**src/rtl/sprite_pal_pkg.sv**
```systemverilog
// Shared types and constants for the sprite palette bank: colour struct,
// the built-in default palette and the fade engine state encoding.
package sprite_pal_pkg;

   typedef struct packed {
      logic [3:0] r;
      logic [3:0] g;
      logic [3:0] b;
   } rgb_t;

   typedef enum logic [1:0] {
      FADE_IDLE = 2'd0,
      FADE_OUT  = 2'd1,
      FADE_DARK = 2'd2,
      FADE_IN   = 2'd3
   } fade_state_e;

   // Entry 0 sits in the rightmost slot; entry 2 is the reference colour 0x875.
   localparam rgb_t [15:0] DEFAULT_PAL = {
      12'h963, 12'h25A, 12'h5A2, 12'hA52, 12'hCCC, 12'h444, 12'h888, 12'hF0F,
      12'h0FF, 12'hFF0, 12'h00F, 12'h0F0, 12'hF00, 12'h875, 12'hFFF, 12'h000
   };

endpackage

```
**src/rtl/sprite_pal_fade.sv**
```systemverilog
// Frame-driven global brightness engine: fade state machine, frame tick
// divider and the brightness level register.
module sprite_pal_fade
   import sprite_pal_pkg::*;
#(
   parameter int FADE_W    = 4,
   parameter int FADE_STEP = 2
) (
   input  logic              clk,
   input  logic              rst_n,
   input  logic              frame_tick_i,
   input  logic              fade_out_req_i,
   input  logic              fade_in_req_i,
   output logic [FADE_W-1:0] fade_level_o,
   output logic              fade_busy_o
);

   localparam int                TICK_W    = (FADE_STEP > 1) ? $clog2(FADE_STEP) : 1;
   localparam logic [FADE_W-1:0] LVL_MAX   = {FADE_W{1'b1}};
   localparam logic [TICK_W-1:0] TICK_LAST = TICK_W'(FADE_STEP - 1);

   fade_state_e       state_r, state_s;
   logic [FADE_W-1:0] level_r, level_s;
   logic [TICK_W-1:0] tick_r, tick_s;
   logic              busy_r;

   // Next state: an opposite request reverses direction, which also resolves simultaneous requests
   always_comb begin
      state_s = state_r;
      level_s = level_r;
      tick_s  = tick_r;
      case (state_r)
         FADE_IDLE: begin
            if (fade_out_req_i) state_s = FADE_OUT;
            else                state_s = FADE_IDLE;
         end
         FADE_DARK: begin
            if (fade_in_req_i) state_s = FADE_IN;
            else               state_s = FADE_DARK;
         end
         FADE_OUT: begin
            if (fade_in_req_i) begin
               state_s = FADE_IN;
            end else if (frame_tick_i) begin
               if (tick_r == TICK_LAST) begin
                  tick_s  = {TICK_W{1'b0}};
                  level_s = level_r - FADE_W'(1);
                  if (level_r == FADE_W'(1)) state_s = FADE_DARK;
                  else                       state_s = FADE_OUT;
               end else begin
                  tick_s = tick_r + TICK_W'(1);
               end
            end else begin
               state_s = FADE_OUT;
            end
         end
         FADE_IN: begin
            if (fade_out_req_i) begin
               state_s = FADE_OUT;
            end else if (frame_tick_i) begin
               if (tick_r == TICK_LAST) begin
                  tick_s  = {TICK_W{1'b0}};
                  level_s = level_r + FADE_W'(1);
                  if (level_r == LVL_MAX - FADE_W'(1)) state_s = FADE_IDLE;
                  else                                 state_s = FADE_IN;
               end else begin
                  tick_s = tick_r + TICK_W'(1);
               end
            end else begin
               state_s = FADE_IN;
            end
         end
         default: begin
            state_s = FADE_IDLE;
            level_s = LVL_MAX;
         end
      endcase
      if (state_s != state_r) tick_s = {TICK_W{1'b0}};
      else                    tick_s = tick_s;
   end

   // State, level, divider and busy flag registers
   always_ff @(posedge clk or negedge rst_n) begin
      if (!rst_n) begin
         state_r <= FADE_IDLE;
         level_r <= LVL_MAX;
         tick_r  <= {TICK_W{1'b0}};
         busy_r  <= 1'b0;
      end else begin
         state_r <= state_s;
         level_r <= level_s;
         tick_r  <= tick_s;
         busy_r  <= (state_s == FADE_OUT) || (state_s == FADE_IN);
      end
   end

   assign fade_level_o = level_r;
   assign fade_busy_o  = busy_r;

endmodule

```
**src/rtl/sprite_palette_bank.sv**
```systemverilog
// Multi-palette sprite colour lookup with 2-cycle read pipeline, write-through
// forwarding and global fade. Optional macro SPRITE_PAL_DEFAULT_LOAD_EN adds a
// post-reset loader that fills every palette from DEFAULT_PAL.
module sprite_palette_bank
   import sprite_pal_pkg::*;
#(
   parameter int IDX_W     = 4,
   parameter int COLOR_W   = 4,
   parameter int NUM_PAL   = 4,
   parameter int FADE_W    = 4,
   parameter int FADE_STEP = 2,
   parameter int PS_W      = (NUM_PAL > 1) ? $clog2(NUM_PAL) : 1
) (
   input  logic                 clk,
   input  logic                 rst_n,
   input  logic                 rd_valid_i,
   input  logic [PS_W-1:0]      rd_pal_i,
   input  logic [IDX_W-1:0]     rd_idx_i,
   input  logic                 wr_en_i,
   input  logic [PS_W-1:0]      wr_pal_i,
   input  logic [IDX_W-1:0]     wr_idx_i,
   input  logic [3*COLOR_W-1:0] wr_rgb_i,
   input  logic                 frame_tick_i,
   input  logic                 fade_out_req_i,
   input  logic                 fade_in_req_i,
   output logic [COLOR_W-1:0]   red_o,
   output logic [COLOR_W-1:0]   green_o,
   output logic [COLOR_W-1:0]   blue_o,
   output logic                 transparent_o,
   output logic                 valid_o,
   output logic [FADE_W-1:0]    fade_level_o,
   output logic                 fade_busy_o,
   output logic                 init_busy_o
);

   localparam int RGB_W  = 3 * COLOR_W;
   localparam int ADDR_W = PS_W + IDX_W;
   localparam int DEPTH  = 2 ** ADDR_W;

   logic [RGB_W-1:0]   mem [DEPTH];
   logic               s1_valid_r;
   logic [PS_W-1:0]    s1_pal_r;
   logic [IDX_W-1:0]   s1_idx_r;
   logic               wr_ok_s, rd_ok_s, fwd_s, init_busy_s;
   logic [RGB_W-1:0]   col_s;
   logic [FADE_W-1:0]  level_s;
   logic [COLOR_W-1:0] red_r, green_r, blue_r;
   logic               trans_r, valid_r;

   function automatic logic [COLOR_W-1:0] scale(input logic [COLOR_W-1:0] c,
                                                input logic [FADE_W-1:0]  lvl);
      logic [COLOR_W+FADE_W-1:0] prod;
      prod = (COLOR_W+FADE_W)'(c) * (COLOR_W+FADE_W)'({1'b0, lvl} + (FADE_W+1)'(1));
      return prod[COLOR_W+FADE_W-1:FADE_W];
   endfunction

   sprite_pal_fade #(.FADE_W(FADE_W), .FADE_STEP(FADE_STEP)) u_fade (
      .clk            (clk),
      .rst_n          (rst_n),
      .frame_tick_i   (frame_tick_i),
      .fade_out_req_i (fade_out_req_i),
      .fade_in_req_i  (fade_in_req_i),
      .fade_level_o   (level_s),
      .fade_busy_o    (fade_busy_o)
   );

`ifdef SPRITE_PAL_DEFAULT_LOAD_EN
   localparam int LOAD_N = NUM_PAL * (2 ** IDX_W);
   logic              init_busy_r;
   logic [ADDR_W-1:0] init_cnt_r;

   // Loader sequencer: one entry per cycle from reset release until every palette is filled
   always_ff @(posedge clk or negedge rst_n) begin
      if (!rst_n) begin
         init_busy_r <= 1'b1;
         init_cnt_r  <= {ADDR_W{1'b0}};
      end else if (init_busy_r) begin
         if (int'(init_cnt_r) == LOAD_N - 1) init_busy_r <= 1'b0;
         init_cnt_r <= init_cnt_r + ADDR_W'(1);
      end
   end
   assign init_busy_s = init_busy_r;
`else
   assign init_busy_s = 1'b0;
`endif

   assign wr_ok_s = wr_en_i && (int'(wr_pal_i) < NUM_PAL);

   // Palette RAM; the loader write comes last so it wins an address collision
   always_ff @(posedge clk) begin
      if (wr_ok_s) mem[{wr_pal_i, wr_idx_i}] <= wr_rgb_i;
`ifdef SPRITE_PAL_DEFAULT_LOAD_EN
      if (init_busy_r) mem[init_cnt_r] <= RGB_W'(DEFAULT_PAL[init_cnt_r[3:0]]);
`endif
   end

   // Stage-2 colour fetch with write-through forwarding
   always_comb begin
      rd_ok_s = int'(s1_pal_r) < NUM_PAL;
      fwd_s   = wr_ok_s && (wr_pal_i == s1_pal_r) && (wr_idx_i == s1_idx_r);
      if (!rd_ok_s || init_busy_s) col_s = {RGB_W{1'b0}};
      else if (fwd_s)              col_s = wr_rgb_i;
      else                         col_s = mem[{s1_pal_r, s1_idx_r}];
   end

   // Request stage and output stage; colour outputs hold between valid lookups
   always_ff @(posedge clk or negedge rst_n) begin
      if (!rst_n) begin
         s1_valid_r <= 1'b0;
         s1_pal_r   <= {PS_W{1'b0}};
         s1_idx_r   <= {IDX_W{1'b0}};
         valid_r    <= 1'b0;
         red_r      <= {COLOR_W{1'b0}};
         green_r    <= {COLOR_W{1'b0}};
         blue_r     <= {COLOR_W{1'b0}};
         trans_r    <= 1'b0;
      end else begin
         s1_valid_r <= rd_valid_i;
         s1_pal_r   <= rd_pal_i;
         s1_idx_r   <= rd_idx_i;
         valid_r    <= s1_valid_r;
         if (s1_valid_r) begin
            red_r   <= scale(col_s[RGB_W-1 -: COLOR_W], level_s);
            green_r <= scale(col_s[2*COLOR_W-1 -: COLOR_W], level_s);
            blue_r  <= scale(col_s[COLOR_W-1:0], level_s);
            trans_r <= rd_ok_s && (s1_idx_r == {IDX_W{1'b0}});
         end
      end
   end

   assign red_o         = red_r;
   assign green_o       = green_r;
   assign blue_o        = blue_r;
   assign transparent_o = trans_r;
   assign valid_o       = valid_r;
   assign fade_level_o  = level_s;
   assign init_busy_o   = init_busy_s;

endmodule

```
**config.mk**
```make
export PLATFORM = sky130hd
export DESIGN_NAME = sprite_palette_bank
export DESIGN_NICKNAME = d
export VERILOG_FILES = /design/src/rtl/sprite_pal_pkg.sv /design/src/rtl/sprite_pal_fade.sv /design/src/rtl/sprite_palette_bank.sv
export SDC_FILE = /design/constraint.sdc
export NUM_CORES = 1
export LEC_CHECK = 0
export ABC_CLOCK_PERIOD_IN_PS = 10500
export BUFFER_PORTS_ARGS = -buffer_cell sky130_fd_sc_hd__buf_4
export CAP_MARGIN = 20
export CORE_ASPECT_RATIO = 1.2
export CORE_MARGIN = 2
export CORE_UTILIZATION = 55
export DETAILED_ROUTE_END_ITERATION = 7
export GPL_TIMING_DRIVEN = 0
export PLACE_DENSITY = 0.71
export SKIP_CTS_REPAIR_TIMING = 1
export SYNTH_ARGS = -nofsm -noshare
export SYNTH_HDL_FRONTEND = slang
export SYNTH_HIERARCHICAL = 1
export SYNTH_SLANG_ARGS = --single-unit
```
**constraint.sdc**
```tcl
create_clock -name clk -period 10.5 [get_ports clk]
set_input_delay 1.575 -clock clk [delete_from_list [all_inputs] [get_ports clk]]
set_output_delay 1.575 -clock clk [all_outputs]
set_load 0.1 [all_outputs]
```
==> impl_results.rst, run 1 <==
.. list-table::
   :header-rows: 1

   * - Metric
     - Value
   * - Length of the first detailed-routing pass in iterations
     - 5
   * - Most area-consuming cells after synthesis
     - sky130_fd_sc_hd__edfxtp_1 70%, sky130_fd_sc_hd__mux4_2 14%, sky130_fd_sc_hd__dfrtp_1 1.9%
   * - Register-to-Register Setup Slack
     - 4.11 ns
   * - RR Endpoint
     - green_o[2]
   * - RSZ-0062 raised after global routing
     - false
   * - Endpoint required time on the critical path
     - 11.03 ns
   * - Via count of the first global-routing pass
     - approximately 18000
   * - Overall die height
     - approximately 270 um
   * - Initial DRC Count
     - 2181
   * - Worst vdd rail ir drop
     - 0.101 mV
   * - Grt total ovfl
     - 0
   * - Most common cell after layout, fill and taps aside
     - sky130_fd_sc_hd__edfxtp_1
   * - H-tree depth reported by CTS
     - 3
   * - IO Pins
     - 51
   * - Result of the run
     - finished, final reports clean
   * - Via count
     - between 15000 and 20000
   * - Clock root buffer master
     - sky130_fd_sc_hd__clkbuf_16
   * - Routed wire per std cell
     - 33.8 um
   * - Worst slew slack as a fraction of its limit
     - 0.124
   * - Maximum net fanout on the critical path
     - 10
   * - Max Clock Skew
     - roughly 0.023 ns
   * - # DRC
     - 0
   * - Actual slew at the worst max-slew pin
     - 1.31 ns
   * - CTS buffer count
     - 75
   * - Crit. End Element
     - flop
   * - Ratio of final minimum period to clock period
     - 0.609
   * - Commonest non-fill, non-tap cells in the layout
     - 768 x sky130_fd_sc_hd__edfxtp_1, 209 x sky130_fd_sc_hd__mux4_2, 77 x sky130_fd_sc_hd__clkbuf_16
   * - WS Path Type
     - reg2reg
   * - Period minus WS final
     - 6.39 ns
   * - Number of nets in the finished design
     - between 1500 and 2000
   * - Largest area contributor in the netlist
     - sky130_fd_sc_hd__edfxtp_1
   * - Number of distinct library cell variants in the gate-level netlist after synthesis
     - 79
   * - Core region area
     - 59300 um2
   * - Starting density of the core
     - 0.554
   * - EDFF count, synth
     - 768
   * - Mean area per synthesized cell
     - 20.2 um2
   * - First-pass GRT wire length
     - 127000 um
   * - Horizontal extent of the die
     - between 200 and 250 um
   * - Layout area overhead
     - 13.0%
   * - Latest clock arrival within the worst-skew pair
     - 0.63 ns
   * - Synthesis-stage register bit count
     - 797
   * - Die outline area
     - 61800 um2
   * - Post-synth ARST share
     - 0.0364
   * - Startpoint of the lowest-slack hold path
     - s1_valid_r
   * - Fillers
     - a little over 4000
   * - Worst hold path cell count
     - 0
   * - Slew Limit Fails
     - 0
   * - WP data arrival
     - between 6 and 7 ns
   * - Placement row count
     - 98
   * - Final Hold Fails
     - 0
   * - Wire length after detailed routing
     - 89700 um
   * - Achievable frequency
     - 0.156 GHz
   * - Cells after synthesis
     - ~1600
   * - Count of max-cap constraint violations
     - 0
   * - Count of clock tree sinks
     - around 800
   * - Critical path startpoint category
     - flop
   * - Global routing usage summed across all routing layers
     - 0.300
   * - Seq/Total Area, Yosys
     - 0.723
   * - Total power density per cell area
     - 202 nW/um2
   * - Number of buffers on the longest clock path
     - 3
   * - CTS tree
     - yes
   * - Dominant register cell in the synthesized netlist
     - sky130_fd_sc_hd__edfxtp_1
   * - Setup Total Neg Slack
     - 0 ns
   * - Final-layout worst hold slack
     - between 0.3 and 0.4 ns
   * - Final antenna-violating net count
     - 0
   * - RD Place Congestion
     - 0.960
   * - Syn Nets
     - 1709
   * - Maximum number of pins on one net before global-route repair
     - 67
   * - Initial antenna violation count
     - 4
   * - Share of the synthesized area in the top cell type
     - 0.701
   * - Critical register-to-register path startpoint
     - s1_idx_r[3]
   * - Vias per std cell
     - 6.62
   * - Clk pin slew, worst setup/hold paths
     - 0.06 ns
   * - Buffers on Ports
     - 46
   * - Synthesis warning total
     - 6
   * - Depth of the worst register-to-register path
     - 18
   * - Post-synthesis instance area
     - 32900 um2
   * - Hold Path End
     - valid_o
   * - Fraction of final layout cells with drive strength greater than 1
     - 0.293
   * - Placed wire-length estimate
     - around 58000 um
   * - Worst min path class
     - reg2reg
   * - Finish-stage setup viols
     - 0
   * - Leak
     - between 0.01 and 0.015 uW
metal layers:
layer | global-route usage | vias up | wire, um
met2 | 0.477 | 1212 | 43100
met4 | 0.160 | 2 | 5460
met5 | 0 | - | 16
met1 | 0.386 | 9068 | 31100
met3 | 0.0706 | 270 | 10000
li1 | - | 7008 | -
area by class of cell:
| type | count | area, um2 | area share |
|---|---|---|---|
| Clock buffer | 95 | 1990 | 0.0536 |
| Antenna cell | 3 | 7.51 | 0.000202 |
| Timing Repair Buffer | 87 | 853 | 0.0230 |
| Multi-Input combinational cell | 716 | 8560 | 0.230 |
| Tap cell | 800 | 1000 | 0.0269 |
| Inverter | 39 | 146 | 0.00394 |
| Buffer | 79 | 538 | 0.0145 |
| Sequential cell | 797 | 23800 | 0.640 |
| Clock inverter | 38 | 282 | 0.00757 |
kinds of logic (layout without fill, tap and decap cells):
group | Yosys count | after routing | synth area share
other cells | 1 | 4 | 0.000114
xor+xnor | 20 | 20 | 0.00532
fa+ha+maj | 47 | 47 | 0.0213
buf+inv | 118 | 338 | 0.0208
flops | 797 | 797 | 0.723
simple gates | 283 | 283 | 0.0415
mux | 265 | 265 | 0.163
compound gates | 100 | 100 | 0.0246
synthesized netlist by cell type (12+ instances only):
library cell / number
sky130_fd_sc_hd__buf_6: 16
sky130_fd_sc_hd__buf_2: 26
sky130_fd_sc_hd__xnor2_1: 16
sky130_fd_sc_hd__dfrtp_1: 25
sky130_fd_sc_hd__fa_1: 15
sky130_fd_sc_hd__clkbuf_1: 22
sky130_fd_sc_hd__or3_1: 12
sky130_fd_sc_hd__edfxtp_1: 768
sky130_fd_sc_hd__ha_1: 32
sky130_fd_sc_hd__inv_1: 38
sky130_fd_sc_hd__and2_1: 15
sky130_fd_sc_hd__nor2_1: 104
sky130_fd_sc_hd__mux2i_1: 38
sky130_fd_sc_hd__nand2_1: 64
sky130_fd_sc_hd__mux4_2: 209
sky130_fd_sc_hd__o22ai_1: 16
flip-flops by register name, indices dropped and copies added, names as in the netlist, 2 cells and up:
signal	cells
u_fade/state_r	2
s1_idx_r	4
green_o	4
mem	768
red_o	4
u_fade/fade_level_o	4
s1_pal_r	2
blue_o	4
worst max path at each step:
stage                start  cells past startpoint          to  slack [ns]
3_5_place_dp   s1_idx_r[1]                     20  green_o[2]        4.31
4_1_cts        s1_idx_r[1]                     20  green_o[2]        4.26
2_1_floorplan  wr_idx_i[3]                     19  green_o[2]        4.99
3_3_place_gp   s1_idx_r[3]                     15   blue_o[3]        4.01
6_report       s1_idx_r[3]                     18  green_o[2]        4.11
5_1_grt        s1_idx_r[3]                     18  green_o[2]        3.96
per-stage QoR:
stage	area (um2)	setup slack [ns]	cells	total power, uW	utilization
floorplan	32900	4.99	1631	4590	-
global placement	34300	4.01	2477	4930	0.577
detailed placement	34900	4.31	2518	4980	0.588
CTS	37200	4.26	2651	7520	0.626
global route	37200	3.96	2651	7770	0.626
finish	37200	4.11	2654	7510	0.626
power by group:
group / leakage (uW) / switching (uW) / internal (uW) / total, uW
Clock: 0.00112 / 1150 / 1440 / 2590
Sequential: 0.00725 / 48.5 / 3550 / 3600
Combinational: 0.00376 / 868 / 459 / 1330
worst max-delay path, cell delays in order, from the launching register on:
cell and delay (ns):
sky130_fd_sc_hd__dfrtp_1 0.55, sky130_fd_sc_hd__buf_2 0.33, sky130_fd_sc_hd__buf_1 1.00, sky130_fd_sc_hd__clkbuf_1 0.50, sky130_fd_sc_hd__buf_8 0.24, sky130_fd_sc_hd__mux4_2 0.43
sky130_fd_sc_hd__mux4_2 0.54, sky130_fd_sc_hd__mux2i_4 0.22, sky130_fd_sc_hd__nor2_1 0.10, sky130_fd_sc_hd__fa_1 0.54, sky130_fd_sc_hd__inv_1 0.06, sky130_fd_sc_hd__fa_1 0.47
sky130_fd_sc_hd__inv_1 0.04, sky130_fd_sc_hd__ha_1 0.30, sky130_fd_sc_hd__inv_1 0.07, sky130_fd_sc_hd__nor2_1 0.17, sky130_fd_sc_hd__o2111ai_2 0.21, sky130_fd_sc_hd__and4_1 0.27
sky130_fd_sc_hd__o31ai_1 0.22
Power figures use the tool's default switching activity.
==> inputs of run 2 (changes only) <==
--- a/config.mk
+++ b/config.mk
@@ -5,7 +5,7 @@
 export SDC_FILE = /design/constraint.sdc
 export NUM_CORES = 1
 export LEC_CHECK = 0
-export ABC_CLOCK_PERIOD_IN_PS = 10500
+export ABC_CLOCK_PERIOD_IN_PS = 5700
 export BUFFER_PORTS_ARGS = -buffer_cell sky130_fd_sc_hd__buf_4
 export CAP_MARGIN = 20
 export CORE_ASPECT_RATIO = 1.2
@@ -13,7 +13,7 @@
 export CORE_UTILIZATION = 55
 export DETAILED_ROUTE_END_ITERATION = 7
 export GPL_TIMING_DRIVEN = 0
-export PLACE_DENSITY = 0.71
+export PLACE_DENSITY = 0.74
 export SKIP_CTS_REPAIR_TIMING = 1
 export SYNTH_ARGS = -nofsm -noshare
 export SYNTH_HDL_FRONTEND = slang
==> constraint.sdc (replaced) <==
create_clock -name clk -period 5.7 [get_ports clk]
set_input_delay 0.855 -clock clk [delete_from_list [all_inputs] [get_ports clk]]
set_output_delay 0.855 -clock clk [all_outputs]
set_load 0.1 [all_outputs]
==> run 2 against run 1 <==
Compared with the run above:
- final area grew 1.1%
- sequential share of layout area shrank 0.71 points
- final cell count is essentially flat
- core utilization grew 0.71 points
- critical path depth shrank 1
- die area is the same
- largest power group unchanged
==> impl_results.rst, run 2 (same netlist as run 1, synthesis figures left out) <==
.. list-table::
   :header-rows: 1

   * - Metric
     - Value
   * - CTS tree
     - yes (unchanged)
   * - Placed wire-length estimate
     - 56900 um (was 58100 um)
   * - Vias per std cell
     - 6.66 (was 6.62)
   * - Fraction of final layout cells with drive strength greater than 1
     - 0.307 (was 0.293)
   * - WS Path Type
     - reg2reg (unchanged)
   * - Total power density per cell area
     - 378 nW/um2 (was 202 nW/um2)
   * - Max Clock Skew
     - 0.0320 ns (was 0.0229 ns)
   * - # DRC
     - 0 (unchanged)
   * - Endpoint required time on the critical path
     - 6.24 ns (was 11.03 ns)
   * - Largest register by flop count
     - mem (unchanged)
   * - Commonest non-fill, non-tap cells in the layout
     - 768 x sky130_fd_sc_hd__edfxtp_1, 209 x sky130_fd_sc_hd__mux4_2, 76 x sky130_fd_sc_hd__clkbuf_16 (was 768 x sky130_fd_sc_hd__edfxtp_1, 209 x sky130_fd_sc_hd__mux4_2, 77 x sky130_fd_sc_hd__clkbuf_16)
   * - Fillers
     - 3966 (was 4083)
   * - Result of the run
     - finished, final reports clean (unchanged)
   * - Via count of the first global-routing pass
     - 17784 (was 17661)
   * - Final antenna-violating net count
     - 0 (unchanged)
   * - Most common cell after layout, fill and taps aside
     - sky130_fd_sc_hd__edfxtp_1 (unchanged)
   * - Worst slew slack as a fraction of its limit
     - 0.306 (was 0.124)
   * - Crit. End Element
     - flop (unchanged)
   * - Clock root buffer master
     - sky130_fd_sc_hd__clkbuf_16 (unchanged)
   * - Global routing usage summed across all routing layers
     - 0.295 (was 0.300)
   * - Initial antenna violation count
     - 4 (unchanged)
   * - Achievable frequency
     - 0.178 GHz (was 0.156 GHz)
   * - Antenna fix cells
     - 0 (was 3)
   * - First-pass GRT wire length
     - 125000 um (was 127000 um)
   * - Period minus WS final
     - 5.62 ns (was 6.39 ns)
   * - RSZ-0062 raised after global routing
     - true (was false)
   * - Clk pin slew, worst setup/hold paths
     - 0.07 ns (was 0.06 ns)
   * - Setup Total Neg Slack
     - 0 ns (unchanged)
   * - Core region area
     - 59300 um2 (unchanged)
   * - CTS buffer count
     - 74 (was 75)
   * - Routed wire per std cell
     - 33.4 um (was 33.8 um)
   * - WP data arrival
     - 6.15 ns (was 6.93 ns)
   * - Wire length after detailed routing
     - 88700 um (was 89700 um)
   * - Final Hold Fails
     - 0 (unchanged)
   * - RD Place Congestion
     - 0.938 (was 0.960)
   * - Total power
     - 14200 uW (was 7510 uW)
   * - Overall die height
     - 272 um (unchanged)
   * - Count of max-cap constraint violations
     - 0 (unchanged)
   * - Finish-stage setup viols
     - 0 (unchanged)
   * - Initial DRC Count
     - 2557 (was 2181)
   * - Combined flip-flop and latch cell area
     - 23800 um2 (about the same)
   * - IO Pins
     - 51 (unchanged)
   * - Via count
     - 17702 (was 17560)
   * - Actual slew at the worst max-slew pin
     - 1.04 ns (was 1.31 ns)
   * - Max FFs per register
     - 768 (unchanged)
   * - Area used by multi-input combinational logic
     - 8580 um2 (was 8560 um2)
   * - Horizontal extent of the die
     - 227 um (unchanged)
   * - Die outline area
     - 61800 um2 (unchanged)
   * - Grt total ovfl
     - 0 (unchanged)
   * - Starting density of the core
     - 0.554 (unchanged)
   * - Final-layout worst hold slack
     - 0.176 ns (was 0.382 ns)
   * - Count of clock tree sinks
     - 797 (unchanged)
   * - Layout area overhead
     - 14.3% (was 13.0%)
   * - Critical path startpoint category
     - flop (unchanged)
   * - Number of buffers on the longest clock path
     - 3 (unchanged)
   * - Leak
     - 0.0123 uW (was 0.0121 uW)
   * - Maximum net fanout on the critical path
     - 10 (unchanged)
   * - Worst min path class
     - in2async (was reg2reg)
   * - Placement row count
     - 98 (unchanged)
   * - Length of the first detailed-routing pass in iterations
     - 6 (was 5)
   * - Ratio of final minimum period to clock period
     - 0.985 (was 0.609)
   * - Maximum number of pins on one net before global-route repair
     - 67 (unchanged)
   * - Slew Limit Fails
     - 0 (unchanged)
   * - Number of nets in the finished design
     - 1874 (was 1873)
   * - Worst vdd rail ir drop
     - 0.245 mV (was 0.101 mV)
   * - Latest clock arrival within the worst-skew pair
     - 0.65 ns (was 0.63 ns)
   * - H-tree depth reported by CTS
     - 3 (unchanged)
   * - Buffers on Ports
     - 46 (unchanged)
[run 2: cell types whose count changed in the layout (fill, tap and decap cells not counted), moves of 4 or more]
cell,delta
sky130_fd_sc_hd__bufinv_16,+4
sky130_fd_sc_hd__buf_6,+4
sky130_fd_sc_hd__clkbuf_2,+5
sky130_fd_sc_hd__buf_2,-15
sky130_fd_sc_hd__nor2_2,-4
sky130_fd_sc_hd__clkbuf_4,+7
sky130_fd_sc_hd__clkbuf_1,-12
sky130_fd_sc_hd__buf_12,+5
sky130_fd_sc_hd__clkinv_1,-8
sky130_fd_sc_hd__buf_16,+4
[run 2: cell type report]
| cell class | count | area share |
|---|---|---|
| Tap cell | 800 | 0.0266 |
| Clock inverter | 45 | 0.0127 |
| Multi-Input combinational cell | 716 | 0.228 |
| Sequential cell | 797 | 0.633 |
| Timing Repair Buffer | 89 | 0.0226 |
| Buffer | 79 | 0.0205 |
| Inverter | 39 | 0.00389 |
| Clock buffer | 91 | 0.0526 |
[run 2: worst max-delay path, cell delays in order, from the launching register on]
cell and delay, ns:
sky130_fd_sc_hd__dfrtp_1 0.52, sky130_fd_sc_hd__buf_2 0.33, sky130_fd_sc_hd__clkbuf_2 0.51, sky130_fd_sc_hd__clkbuf_4 0.47, sky130_fd_sc_hd__nand4_1 0.15, sky130_fd_sc_hd__o2111ai_1 0.27
sky130_fd_sc_hd__nand2_1 0.15, sky130_fd_sc_hd__a21oi_1 0.53, sky130_fd_sc_hd__or2_2 0.25, sky130_fd_sc_hd__nand2_1 0.08, sky130_fd_sc_hd__fa_1 0.53, sky130_fd_sc_hd__fa_1 0.49
sky130_fd_sc_hd__inv_1 0.04, sky130_fd_sc_hd__ha_1 0.26, sky130_fd_sc_hd__o2111a_1 0.28, sky130_fd_sc_hd__o2111ai_4 0.16, sky130_fd_sc_hd__and4_1 0.24, sky130_fd_sc_hd__o31ai_1 0.22
[run 2: routing by layer]
layer | vias to the layer above | share of wire | track usage
met5 | - | 0.00057 | 0
met4 | 8 | 0.056 | 0.147
met3 | 258 | 0.11 | 0.0750
met2 | 1234 | 0.49 | 0.479
met1 | 9181 | 0.34 | 0.371
li1 | 7021 | - | -
[run 2: power by group]
part / internal, uW / total (uW) / switching (uW) / leakage, uW
Combinational: 884 / 2520 / 1640 / 0.00387
Sequential: 6540 / 6620 / 87.5 / 0.00725
Clock: 2860 / 5050 / 2190 / 0.00120
[run 2: worst paths after layout]
kind	startpoint	end	slack, ns	depth (start not counted)
worst max-delay path	s1_idx_r[3]	green_o[2]	0.08	17
worst min-delay path	rst_n	s1_idx_r[0]	0.18	1
worst max register to register	s1_idx_r[3]	green_o[2]	0.08	17
worst min register to register	s1_valid_r	valid_o	0.38	0
max in group asynchronous	rst_n	s1_idx_r[1]	5.16	1
min in group clk	rd_idx_i[0]	s1_idx_r[0]	0.32	1
[run 2: per-stage QoR]
| stage | setup slack (ns) | cells | utilization | instance area (um2) |
|---|---|---|---|---|
| after floorplan | 0.705 | 1631 | - | 32900 |
| after global placement | -0.825 | 2477 | 0.577 | 34300 |
| after detailed placement | -0.588 | 2516 | 0.587 | 34800 |
| after CTS | -0.628 | 2652 | 0.629 | 37300 |
| after global routing | -0.0153 | 2656 | 0.634 | 37600 |
| final | 0.0843 | 2656 | 0.634 | 37600 |
